**src/rtl/dtc_cmd_master.sv**
```systemverilog
// dtc_cmd_master: DTC serial command frames to FEC register bus transactions with serial reply; DTC_MASTER_PARITY_EN adds a trailing even-parity bit
module dtc_cmd_master #(
  parameter int TIMEOUT = 16
) (
  input  logic        dtc_clk,
  input  logic        rst_n,
  input  logic        dtc_din,
  output logic        dtc_dout,
  output logic [31:0] address,
  output logic [31:0] write_data,
  output logic        write,
  output logic        read,
  input  logic [31:0] read_data,
  input  logic        data_vld,
  output logic        busy,
  output logic [7:0]  err_cnt
);
`ifdef DTC_MASTER_PARITY_EN
  localparam int P = 1;
`else
  localparam int P = 0;
`endif
  typedef enum logic [2:0] {IDLE, RX_HDR, RX_DATA, RX_PAR, ISSUE, WAIT_VLD, TX} state_t;
  state_t st, nxt;
  logic [7:0] cnt;
  logic [40:0] sr;
  logic [41:0] nsr;
  logic [34:0] tx_sr, tx_load;
  logic rw, rw_n, perr, perr_n, err_inc;
  logic [7:0] addr_f;
  // nsr is the frame including the bit on dtc_din this cycle, so fields can be picked on the last bit
  assign nsr = {sr, dtc_din};
  assign rw_n = st == RX_HDR ? nsr[8] : rw;
  assign addr_f = rw_n ? nsr[39+P -: 8] : nsr[7+P -: 8];
  assign perr_n = (P == 1) && (rw_n ? ^nsr : ^nsr[9:0]);
  assign tx_load = st == ISSUE ? {2'b10, perr, address} : data_vld ? {3'b100, read_data} : {3'b110, 32'h0};
  assign err_inc = (st == ISSUE && perr) || (st == WAIT_VLD && nxt == TX && !data_vld);
  assign busy = st != IDLE;
  assign write = st == ISSUE && rw && !perr;
  assign read = st == ISSUE && !rw && !perr;
  assign dtc_dout = st == TX && tx_sr[34];
  always_comb begin
    nxt = st;
    case (st)
      IDLE:     nxt = dtc_din ? RX_HDR : IDLE;
      RX_HDR:   if (cnt == 8'd8) nxt = nsr[8] ? RX_DATA : (P == 1 ? RX_PAR : ISSUE);
      RX_DATA:  if (cnt == 8'd31) nxt = P == 1 ? RX_PAR : ISSUE;
      RX_PAR:   nxt = ISSUE;
      ISSUE:    nxt = (rw || perr) ? TX : WAIT_VLD;
      WAIT_VLD: if (data_vld || cnt == 8'(TIMEOUT - 1)) nxt = TX;
      TX:       if (cnt == 8'd34) nxt = IDLE;
      default:  nxt = IDLE;
    endcase
  end
  always_ff @(posedge dtc_clk or negedge rst_n) begin
    if (!rst_n) begin
      st <= IDLE;
      cnt <= '0;
      sr <= '0;
      tx_sr <= '0;
      rw <= 1'b0;
      perr <= 1'b0;
      address <= '0;
      write_data <= '0;
      err_cnt <= '0;
    end else begin
      st <= nxt;
      cnt <= nxt != st ? 8'd0 : cnt + 8'd1;
      if (st inside {RX_HDR, RX_DATA, RX_PAR}) sr <= nsr[40:0];
      if (st == RX_HDR) rw <= nsr[8];
      if (nxt == ISSUE) begin
        address <= {24'h0, addr_f};
        perr <= perr_n;
        if (rw_n && !perr_n) write_data <= nsr[31+P -: 32];
      end
      if (nxt == TX && st != TX) tx_sr <= tx_load;
      else if (st == TX) tx_sr <= {tx_sr[33:0], 1'b0};
      if (err_inc && err_cnt != 8'hFF) err_cnt <= err_cnt + 8'd1;
    end
  end
endmodule

```
**config.mk**
```make
export PLATFORM = sky130hd
export DESIGN_NAME = dtc_cmd_master
export DESIGN_NICKNAME = d
export VERILOG_FILES = /design/src/rtl/dtc_cmd_master.sv
export SDC_FILE = /design/constraint.sdc
export NUM_CORES = 1
export LEC_CHECK = 0
export BUFFER_PORTS_ARGS = -buffer_cell sky130_fd_sc_hd__buf_2
export CAP_MARGIN = 10
export CORE_MARGIN = 5
export CORE_UTILIZATION = 56
export DETAILED_ROUTE_END_ITERATION = 6
export GPL_ROUTABILITY_DRIVEN = 0
export GPL_TIMING_DRIVEN = 0
export PLACE_DENSITY_LB_ADDON = 0.12
export SETUP_SLACK_MARGIN = 0.3
export SLEW_MARGIN = 20
export SYNTH_ARGS = -nofsm -noshare
export SYNTH_HDL_FRONTEND = slang
export SYNTH_SLANG_ARGS = --single-unit
export TNS_END_PERCENT = 30
```
**constraint.sdc**
```tcl
create_clock -name dtc_clk -period 2.4 [get_ports dtc_clk]
set_input_delay 0.12 -clock dtc_clk [delete_from_list [all_inputs] [get_ports dtc_clk]]
set_output_delay 0.12 -clock dtc_clk [all_outputs]
set_load 0.01 [all_outputs]
```
==> run_results.csv, run 1 <==
group,metric,value,unit
outcome,status,"complete, no violations",
synth,synth_top_cells_by_count,"134 x dfrtp_1, 58 x mux2_2, 30 x mux2_4",
synth,synth_area_leader_cell,"dfrtp_1",
global_route,grt_overflow_total,0,
sta,rsz0062_at_grt,"true",
synth,syn-cell-area,6100,µm²
synth,syn_inst,471,
floorplanning,fp.dieW,114,µm
synth,synth_area_per_cell,13.0,µm²
floorplanning,io_pins,112,
clock_tree,cts_htree_levels,4,
sta,tightest_slew,0.543,ns
final_layout,instances_no_fill,795,
routing,vias,4210,
placement,placed_area,6830,µm²
pwr,powerDensity,1210,nW/µm²
clock_tree,root_buffer,"clkbuf_8",
synth,synth_warnings,0,
routing,dr.pass1.iters,4,
final_layout,design_area,7920,µm²
final_layout,drive_gt1_share,41.5,%
synth,synthFlopType,"dfrtp_1",
hold_path,min_path_type,"in2reg",
clock_tree,clk_path_buf_depth,2,
sta,timing.final.crit_share,88.0,%
clock_tree,cts_tree,"yes",
clock_tree,clkSinkCount,134,
floorplanning,die_h,114,µm
sta,relSlewSlack,63.8,%
clock_tree,clkLatencyLatePin,0.51,ns
synth,async_flop_share,100,%
floorplanning,row_count,38,
synth,synth_edf_count,0,
synth,synth.ff_latch_count,134,
sta,min_period,2.11,ns
setup_path,startpoint_type,"flop",
global_route,grt_pass1_wl,21300,µm
synth,synth_top_area_share,55.0,%
routing,antenna_left,0,
global_route,grt_max_degree,70,
final_layout,final_util,73.7,%
final_layout,final_nets,684,
placement,dp_cells,722,
synth,seq_area_frac_synth,55.0,%
setup_path,arrival,2.51,ns
routing,drc,0,
sta,finClkSkew,0.00482,ns
final_layout,n_antenna_cell,0,
final_layout,area_growth_syn_to_layout,29.8,%
pwr,cellLeakagePower,3.93,nW
sta,hold_viol,0,
synth,yosysUniqueCellTypes,48,
pwr,max-vdd-ir-drop,0.690,mV
global_route,grt.total_usage,21.0,%
routing,via_per_inst,5.30,
floorplanning,die_area,13100,µm²
sta,slew_violations,0,
setup_path,critPathSlowestCell,"dfrtp_1",
routing,wl,13300,µm
placement,port_buffers,87,
floorplanning,start_util,56.8,%
setup_path,worstSetupPathType,"reg2reg",
setup_path,cp_slowest_stage_delay,0.42,ns
synth,synth.area.top_cells,"dfrtp_1 55%, mux2_2 11%, mux2_4 7.4%",
sta,tns,0,ns
global_route,grt_pass1_vias,4276,
sta,fmax,0.474,GHz
setup_path,end_kind,"flop",
routing,dr.first_iter.drc_count,293,
routing,wl_per_cell,16.8,µm
global_route,grt_antenna_before_repair,0,
setup_path,path_cells,"ha_4 > and3_1 > buf_6 > a21o_1 > nand2_2 > a211o_4 > buf_12 > mux2_4",
pwr,finalPower,9.58,mW
sta,finalSetupViolations,0,
run,drv_cap,0,
synth,synth.most_common_cell,"dfrtp_1",
placement,dp_hpwl,8580,µm
floorplanning,coreArea,10700,µm²
setup_path,cp_max_fo,10,
clock_tree,cts_inserted_buffers,17,
setup_path,critPathRequiredTime,2.79,ns
clock_tree,path_clk_slew,0.06,ns
[critical path: cells and delay by family, from the launching register on]
| family | cells | cell delay, ns |
|---|---|---|
| adders and majority gates | 1 | 0.16 |
| muxes | 1 | 0.30 |
| and+or+nand+nor | 2 | 0.26 |
| AOI/OAI and AO/OA | 2 | 0.54 |
| buffers and inverters | 2 | 0.30 |
| DFF | 1 | 0.42 |
[cell usage in the layout, fill, tap and decap left out, types with 3 or more instances in the layout]
cell type	count
clkinv_2	4
mux2_4	30
dfrtp_1	132
clkbuf_8	4
nand4_1	4
buf_2	88
nand3_1	8
clkbuf_16	16
inv_1	6
and3_1	6
nor2b_1	4
xnor2_1	8
xor2_1	4
buf_12	5
nand2_1	22
and2_1	26
mux2_2	58
a211oi_1	9
a221o_1	24
nor2_1	26
dlygate4sd3_1	27
o21ai_1	5
clkbuf_1	14
o21ai_0	12
nor3_1	3
conb_1	24
buf_4	41
ha_1	3
[state kept, by name (all words and copies together) (netlist names)]
| signal | count |
|---|---|
| rw | 1 |
| tx_sr | 35 |
| address | 8 |
| cnt | 8 |
| write_data | 32 |
| err_cnt | 8 |
| sr | 39 |
| st | 3 |
[final timing paths]
path | startpoint | end | slack [ns] | cells after the start
max | cnt[1]$_DFF_PN0_ | write_data[8]$_DFFE_PN0P_ | 0.29 | 8
min | read_data[6] | tx_sr[6]$_DFFE_PN0P_ | 0.03 | 5
max reg2reg | cnt[1]$_DFF_PN0_ | write_data[8]$_DFFE_PN0P_ | 0.29 | 8
min reg2reg | tx_sr[31]$_DFFE_PN0P_ | tx_sr[32]$_DFFE_PN0P_ | 0.48 | 2
max in group asynchronous | rst_n | err_cnt[3]$_DFFE_PN0P_ | 1.56 | 3
min in group asynchronous | rst_n | write_data[12]$_DFFE_PN0P_ | 0.15 | 2
[layout make-up]
class,count,area [µm²]
buffer,46,357
clock buffer,25,464
clock inverter,5,50.0
fill,740,2830
inverter,6,22.5
multi-input combinational,308,2600
sequential,134,3360
tap,140,175
timing repair buffer,131,888
[cell families after synthesis]
family                   count (synthesis)  share of synthesized area [%]
multiplexers                            89                           18.3
AND/OR/NAND/NOR                        113                           10.3
XOR/XNOR                                12                           1.72
adder cells (fa/ha/maj)                  4                          0.821
buffers and inverters                   52                           5.17
flip-flops                             134                           55.0
other                                    1                         0.0615
AO/OA/AOI/OAI                           66                           8.62
[through the flow]
stage	hold WS (ns)	setup WS [ns]
2_1_floorplan	-0.176	0.357
3_3_place_gp	0.430	-0.537
3_5_place_dp	0.105	0.0387
4_1_cts	0.00504	0.249
5_1_grt	0.0855	0.242
6_report	0.0324	0.288
[per-layer routing]
| layer | part of all wire [%] | vias up | track usage (%) | wire length [µm] |
|---|---|---|---|---|
| li1 | - | 1993 | - | - |
| met1 | 45 | 2089 | 28.8 | 6060 |
| met2 | 48 | 114 | 32.3 | 6340 |
| met3 | 5.7 | 14 | 6.24 | 762 |
| met4 | 1.3 | 0 | 6.89 | 171 |
| met5 | 0 | - | 0 | 0 |
[what timing repair did]
action                                 CTS  global route
hold buffers                            27             0
gates resized for setup                 15            34
pin swaps                                5             5
endpoints found under the hold margin  100             0
setup endpoints to repair               83            97
buffers inserted                        11             5
[power by group]
part	switching, mW	leakage (nW)	internal, mW
sequential	0.621	1.70	3.13
clock	0.884	0.256	1.41
combinational	1.59	1.97	1.95
Note: power is estimated with default switching activity, not from simulation.
==> run 2, diff against run 1 <==
Settings changed: ABC_AREA set to 1.
==> run 2 against run 1 <==
Compared with the run above: synthesized cell count increased by 45%; worst hold slack improved by 0.033 ns; count of clock-buffer cells in the layout increased by 1; sequential power decreased by 2%; synthesized area increased by 2.2%; global-route usage increased by 2.9 points; worst setup slack improved by 0.075 ns; flip-flop and latch count unchanged; total power decreased by 1.7%; fmax increased by 3.7%; highest routed layer unchanged.
==> run_results.csv, run 2 <==
group,metric,value,unit
sta,finClkSkew,0.00713,ns
global_route,grt_max_degree,94,
synth,synth.area.top_cells,"dfrtp_1 54%, nand2_1 11%, mux2_2 5.1%",
final_layout,largest_register,"sr",
final_layout,n_antenna_cell,0,
synth,async_flop_share,100,%
setup_path,path_cells,"inv_2 > nand2_2 > nor2_8 > inv_2 > buf_2 > nor2_1 > buf_2",
routing,antenna_left,0,
placement,dp_hpwl,10200,µm
synth,synth_top_family_by_area,"simple AND/OR/NAND/NOR gates",
floorplanning,die_area,13300,µm²
synth,seq_area_frac_synth,53.8,%
synth,synthAdderAreaFrac,0.803,%
synth,synth_top_area_share,53.8,%
synth,synth_compound_area_share,6.10,%
synth,yosysUniqueCellTypes,32,
clock_tree,cts_htree_levels,4,
synth,synth.most_common_cell,"nand2_1",
setup_path,critPathRequiredTime,2.28,ns
clock_tree,cts_setup_buffers,0,
routing,dr.pass1.iters,5,
floorplanning,fp.dieW,115,µm
outcome,status,"complete, no violations",
synth,synth_edf_count,0,
synth,synth_top_cells_by_count,"185 x nand2_1, 134 x dfrtp_1, 48 x nand4_1",
clock_tree,path_clk_slew,0.05,ns
clock_tree,clkLatencyLatePin,0.53,ns
routing,wl,15200,µm
global_route,grt_pass1_vias,5272,
floorplanning,die_h,115,µm
synth,synth_area_leader_cell,"dfrtp_1",
floorplanning,start_util,57.2,%
setup_path,startpoint_type,"flop",
pwr,powerDensity,1200,nW/µm²
global_route,grt_antenna_before_repair,0,
placement,placed_area,6970,µm²
setup_path,crit_family,"buffers and inverters",
sta,fmax,0.491,GHz
placement,port_buffers,87,
synth,synth_warnings,0,
sta,min_period,2.04,ns
sta,timing.final.crit_share,84.8,%
sta,finalSetupViolations,0,
final_layout,layout_commonest_cell,"nand2_1",
setup_path,worstSetupPathType,"reg2out",
floorplanning,row_count,38,
final_layout,final_cell_mix,"185 x nand2_1, 134 x dfrtp_1, 100 x buf_2, 48 x nand4_1",
final_layout,final_nets,887,
floorplanning,coreArea,10900,µm²
clock_tree,clk_path_buf_depth,2,
setup_path,rrSetupSlack,0.40,ns
clock_tree,cts_tree,"yes",
hold_path,min_path_type,"in2async",
synth,syn_inst,682,
run,drv_cap,0,
clock_tree,root_buffer,"clkbuf_8",
routing,dr.first_iter.drc_count,546,
setup_path,arrival,1.92,ns
synth,synth_xor_area_share,1.55,%
final_layout,drive_gt1_share,24.5,%
clock_tree,clkSinkCount,134,
routing,vias,5370,
pwr,finalPower,9.41,mW
routing,drc,0,
sta,rsz0062_at_grt,"true",
final_layout,largest_reg_flops,39,
synth,synth.ff_latch_count,134,
setup_path,crit_buf_inv,4,
setup_path,cp_max_fo,10,
floorplanning,io_pins,112,
setup_path,critPathSlowestCell,"dfrtp_1",
synth,syn-cell-area,6230,µm²
final_layout,design_area,7870,µm²
sta,tns,0,ns
pwr,cellLeakagePower,4.16,nW
setup_path,end_kind,"output pin",
synth,muxShareOfSynthArea,5.06,%
pwr,max-vdd-ir-drop,0.754,mV
sta,holdWs,0.0654,ns
routing,wl_per_cell,15.2,µm
global_route,grt_pass1_wl,24900,µm
synth,synth-simple-area-share,24.5,%
routing,via_per_inst,5.38,
global_route,grt_overflow_total,0,
sta,hold_viol,0,
synth,synthFlopType,"dfrtp_1",
synth,synth_area_per_cell,9.14,µm²
final_layout,reg_top3,"sr x39, tx_sr x35, write_data x32",
global_route,grt.total_usage,23.9,%
final_layout,area_growth_syn_to_layout,26.2,%
sta,slew_violations,0,
clock_tree,cts_inserted_buffers,17,
setup_path,cp_slowest_stage_delay,0.43,ns
==> run 2: routing by layer <==
layer,vias to the layer above,share of wire (%),global-route usage (%)
li1,2547,-,-
met1,2566,42,30.9
met5,-,0,0
met3,35,7.5,7.15
met4,0,2.1,8.37
met2,222,48,38.7
==> run 2: repair_timing <==
| action | CTS | global route |
|---|---|---|
| gates resized for setup | 1 | 2 |
| cloned | 0 | 0 |
| endpoints found under the setup margin | 1 | 2 |
| endpoints found under the hold margin | 170 | 0 |
| hold buffers | 35 | 0 |
==> run 2: worst paths after layout <==
path / startpoint / cells past startpoint / end
max: st[0]$_DFF_PN0_ / 7 / dtc_dout
min: rst_n / 2 / err_cnt[3]$_DFFE_PN0P_
max reg2reg: st[1]$_DFF_PN0_ / 9 / tx_sr[26]$_DFFE_PN0P_
min reg2reg: cnt[0]$_DFF_PN0_ / 1 / cnt[0]$_DFF_PN0_
max in group asynchronous: rst_n / 3 / sr[9]$_DFFE_PN0P_
min in group dtc_clk: read_data[19] / 4 / tx_sr[19]$_DFFE_PN0P_
==> run 2: area by class of cell <==
class                           count  area, µm²
Inverter                           40        150
Clock inverter                      4       70.1
Clock buffer                       26        478
Timing Repair Buffer              123        823
Multi-Input combinational cell    473       2460
Sequential cell                   134       3350
Buffer                             58        357
Tap cell                          140        175
Fill cell                         818       3020
==> run 2: through the flow <==
step	util (%)	worst slack [ns]	std cells
floorplan	-	0.816	705
detailed placement	64.0	0.559	933
finish	72.2	0.364	998
CTS	72.2	0.301	998
global placement	63.6	-0.536	932
global route	72.2	0.239	998
==> run 2: power by group <==
part / leakage, nW / switching [mW] / internal [mW]
combinational: 2.15 / 2.00 / 1.30
clock: 0.269 / 0.879 / 1.55
sequential: 1.74 / 0.581 / 3.10
==> run 2: cells by family after synthesis <==
group                    count (synthesis)
multiplexers                            28
XOR/XNOR                                11
adder cells (fa/ha/maj)                  4
AND/OR/NAND/NOR                        340
AO/OA/AOI/OAI                           66
other                                    1
flip-flops                             134
buffers and inverters                   98
